`src/rtl/gray_cnt_updn.sv`:
```
// Up/down Gray-code counter with sync clear, parallel load and wrap/saturate limits.
// Binary and Gray counts are registered together from the same next value, so they never skew.
module gray_cnt_updn #(
   parameter int unsigned WIDTH    = 4,
   parameter int unsigned SAT_MODE = 0,
   parameter int unsigned INIT     = 0
) (
   input  logic             clk,
   input  logic             rst,
   input  logic             en,
   input  logic             dir,
   input  logic             clr,
   input  logic             ld,
   input  logic [WIDTH-1:0] ld_bin,
   output logic [WIDTH-1:0] bin_cnt,
   output logic [WIDTH-1:0] gry_cnt,
   output logic             tc
);

   localparam logic [WIDTH-1:0] INIT_BIN = INIT[WIDTH-1:0];
   localparam logic [WIDTH-1:0] INIT_GRY = INIT_BIN ^ (INIT_BIN >> 1);

   logic [WIDTH-1:0] r_bin;
   logic [WIDTH-1:0] r_gry;
   logic             r_tc;

   logic             w_at_term;
   logic [WIDTH-1:0] w_bin_nxt;
   logic [WIDTH-1:0] w_gry_nxt;
   logic             w_tc_nxt;

   // Terminal value depends on direction: all-ones going up, zero going down.
   assign w_at_term = dir ? (r_bin == {WIDTH{1'b1}}) : (r_bin == '0);

   always_comb begin
      w_bin_nxt = r_bin;
      w_tc_nxt  = 1'b0;
      if (clr) begin
         w_bin_nxt = '0;
      end else if (ld) begin
         w_bin_nxt = ld_bin;
      end else if (en) begin
         w_tc_nxt = w_at_term;
         if (w_at_term && (SAT_MODE != 0)) begin
            w_bin_nxt = r_bin;
         end else if (dir) begin
            w_bin_nxt = r_bin + 1'b1;
         end else begin
            w_bin_nxt = r_bin - 1'b1;
         end
      end
   end

   assign w_gry_nxt = w_bin_nxt ^ (w_bin_nxt >> 1);

   always_ff @(posedge clk or posedge rst) begin
      if (rst) begin
         r_bin <= INIT_BIN;
         r_gry <= INIT_GRY;
         r_tc  <= 1'b0;
      end else begin
         r_bin <= w_bin_nxt;
         r_gry <= w_gry_nxt;
         r_tc  <= w_tc_nxt;
      end
   end

   assign bin_cnt = r_bin;
   assign gry_cnt = r_gry;
   assign tc      = r_tc;

endmodule

```
`config.mk`:
```
export PLATFORM = sky130hd
export DESIGN_NAME = gray_cnt_updn
export DESIGN_NICKNAME = d
export VERILOG_FILES = /design/src/rtl/gray_cnt_updn.sv
export SDC_FILE = /design/constraint.sdc
export NUM_CORES = 1
export LEC_CHECK = 0
export ABC_AREA = 1
export CAP_MARGIN = 10
export CORE_UTILIZATION = 40
export CTS_CLUSTER_SIZE = 28
export DETAILED_ROUTE_END_ITERATION = 12
export DONT_BUFFER_PORTS = 1
export GPL_ROUTABILITY_DRIVEN = 0
export SYNTH_ARGS = -nofsm -noshare
export SYNTH_HDL_FRONTEND = slang
export SYNTH_SLANG_ARGS = --single-unit
export TNS_END_PERCENT = 1
```
`constraint.sdc`:
```
create_clock -name clk -period 1.8 [get_ports clk]
set_clock_uncertainty 0.1 [all_clocks]
set_input_delay 0.27 -clock clk [delete_from_list [all_inputs] [get_ports clk]]
set_output_delay 0.27 -clock clk [all_outputs]
set_load 0.05 [all_outputs]
```
==> flow_summary_export.csv <==
group,metric,value,unit
global_route,grt_antenna_before_repair,0,
global_route,grt_pass1_wl,1.64,mm
hold_path,whs_path_depth,2,
logic_synthesis,ys_async_sr_fraction,100,%
job,drv_cap,0,
worst_setup_path,max_stage_delay,0.43,ns
timing,hold_violations,0,
drt,wl,997,µm
clock_tree,clock_latency,0.24,ns
final_layout,antenna_cells,0,
floorplanning,die_area,1450,µm²
worst_setup_path,r2r-end,"gry_cnt[1]",
logic_synthesis,synth-seq-cells,8,
logic_synthesis,synth_area_leaders,"dfrtp_1, nand2_1, inv_1",
power,p_per_area,880,nW/µm²
worst_setup_path,critPathSlowestCell,"dfrtp_2",
drt,drc,0,
clock_tree,clock-root-buffer,"clkbuf_4",
final_layout,final_cell_area,596,µm²
logic_synthesis,syn_area,520,µm²
logic_synthesis,yosys-top-cells-count,"nand2_1, inv_1, dfrtp_1",
placement,dpl.hpwl,811,µm
global_route,grt_max_degree,9,
logic_synthesis,synth.avg_cell_area,7.89,µm²
final_layout,num-fill-cells,114,
placement,placed_cell_area,563,µm²
worst_setup_path,critPathLaunchType,"register",
outcome,status,"finished, final reports clean",
worst_setup_path,critPathBufInv,1,
drt,wl_per_cell,11.5,µm
timing,fin_hold_ws,0.0856,ns
timing,finalSetupViolations,0,
clock_tree,htree_levels,1,
timing,slew_violations,0,
floorplanning,coreArea,1160,µm²
floorplanning,die_h,38.1,µm
timing,period_needed,1.64,ns
logic_synthesis,syn_inst,66,
logic_synthesis,ys_seq_area_share,38.5,%
clock_tree,clkTransAtPathRegs,0.05,ns
logic_synthesis,yosys_warnings,0,
drt,routed-via-count,425,
power,p_leak,0.000330,µW
worst_setup_path,cp_top_family,"flip-flops",
timing,max_clock_freq,610,MHz
hold_path,holdPathEnd,"tc",
logic_synthesis,synth_cell_types,20,
global_route,track_usage,17.4,%
logic_synthesis,synth_enable_flop_cells,0,
global_route,grt_pass1_vias,387,
final_layout,syn_to_final_growth,14.4,%
worst_setup_path,arrival,1.67,ns
worst_setup_path,path_max_fanout,5,
floorplanning,io_pins,19,
drt,first_pass_iters,4,
timing,tightest_slew,0.442,ns
placement,placed_cells,83,
worst_setup_path,r2r_cells,5,
global_route,grt-ovfl-total,0,
final_layout,nets,88,
power,ir_drop,0.427,mV
final_layout,fin_cells,87,
timing,tns,0,ns
logic_synthesis,synth_ff_type,"dfrtp_1",
worst_setup_path,critPathKind,"reg -> reg",
clock_tree,cts_tree,"done",
logic_synthesis,synth_nets,79,
floorplanning,row_count,12,
final_layout,drive_gt1_share,19.2,%
timing,grt_setup_unrepaired,"false",
timing,relSlewSlack,70.5,%
logic_synthesis,synth_most_common_cell,"nand2_1",
floorplanning,start_util,45.0,%
worst_setup_path,required,1.83,ns
drt,antenna_left,0,
clock_tree,clockBufferDepth,2,
floorplanning,chipWidth,38.1,µm
clock_tree,numCtsBuffers,3,
logic_synthesis,synth_top_area_share,38.5,%
timing,period_share,91.1,%
worst_setup_path,rr_startpoint,"bin_cnt[1]",
hold_path,hold_path_startpoint,"en",
placement,portBuffers,0,
worst_setup_path,end_kind,"register",
worst_setup_path,reg2reg_setup_slack,0.16,ns
logic_synthesis,yosys.area.top_type,"dfrtp_1",
drt,drt_iter0_markers,11,
clock_tree,clock_sinks,8,
drt,vias_per_cell,4.89,
hold_path,hold_class,"in -> reg",
worst_setup_path,path_cells,"inv_1 > fa_1 > o211ai_2 > nand3_2 > xor2_1",
-- worst register-to-register path, delay by kind of cell, from the launching register on --
family                   cells  cell delay [ns]
AND/OR/NAND/NOR              1             0.12
buffers and inverters        1             0.09
adder cells (fa/ha/maj)      1             0.42
flip-flops                   1             0.43
XOR/XNOR                     1             0.18
AO/OA/AOI/OAI                1             0.19
-- worst max path at each step --
stage               startpoint  cells past startpoint          to
finish              bin_cnt[1]                      5  gry_cnt[1]
global route        bin_cnt[1]                      5  gry_cnt[1]
CTS                 bin_cnt[1]                      5  gry_cnt[1]
detailed placement  bin_cnt[1]                      5  gry_cnt[1]
global placement    bin_cnt[1]                      5  gry_cnt[1]
floorplan           bin_cnt[2]                      8  gry_cnt[2]
-- registers in the layout, summed over array words and instances (netlist names) --
| name | count |
|---|---|
| gry_cnt | 3 |
| bin_cnt | 4 |
| tc | 1 |
-- what timing repair did --
action | in CTS | in global routing
endpoints found under the hold margin | 8 | 0
resized for setup | 0 | 0
setup buffers | 0 | 0
hold buffers | 1 | 0
setup endpoints to repair | 0 | 0
-- through the flow --
step | total power, µW | utilization (%) | setup WS, ns
global placement | 397 | 48.7 | 0.200
floorplan | 369 | - | 0.0124
detailed placement | 398 | 48.7 | 0.158
global route | 572 | 51.5 | 0.0612
finish | 524 | 51.5 | 0.161
CTS | 534 | 51.5 | 0.145
-- kinds of logic (layout without fill, tap and decap cells) --
kind of cell	count (synthesis)	after routing	share of synthesized area (%)
AO/OA/AOI/OAI	7	7	9.13
XOR/XNOR	4	4	6.73
adder cells (fa/ha/maj)	3	3	8.65
buffers and inverters	16	23	12.3
flip-flops	8	8	38.5
AND/OR/NAND/NOR	28	28	24.8
-- layout make-up --
type / count / area, µm² / area share (%)
repair buffers: 5 / 40.0 / 6.72
multi-input cells: 42 / 256 / 43.1
flip-flops and latches: 8 / 203 / 34.0
clock buffers: 3 / 22.5 / 3.78
well taps: 14 / 17.5 / 2.94
inverters: 15 / 56.3 / 9.45
-- cells in the final DEF (no fill, tap or decap), types with 2 or more instances in the layout --
master / Yosys / routed
a21oi_1: 2 / 2
buf_4: 1 / 4
clkbuf_4: 0 / 3
dfrtp_1: 8 / 6
dfrtp_2: 0 / 2
ha_1: 2 / 2
inv_1: 13 / 13
inv_2: 2 / 2
nand2_1: 14 / 14
nand3_1: 4 / 4
nand3_2: 2 / 2
nor2_1: 5 / 5
or2_1: 2 / 2
xor2_1: 3 / 3
-- power by group --
group | internal (µW) | total (µW) | switching [µW]
registers | 199 | 252 | 52.6
logic | 48.3 | 144 | 95.8
clock network | 75.7 | 128 | 52.7
total | 323 | 524 | 201
-- per-layer routing --
metal  track usage, %  vias to the layer above  share of wire (%)
li1                 -                      218                  -
met1             22.9                      185                 50
met2             24.6                       20                 42
met3             8.72                        2                7.0
met4             5.36                        0               0.80
met5                0                        -                  0
No activity file was read; power rests on OpenSTA's default activity.
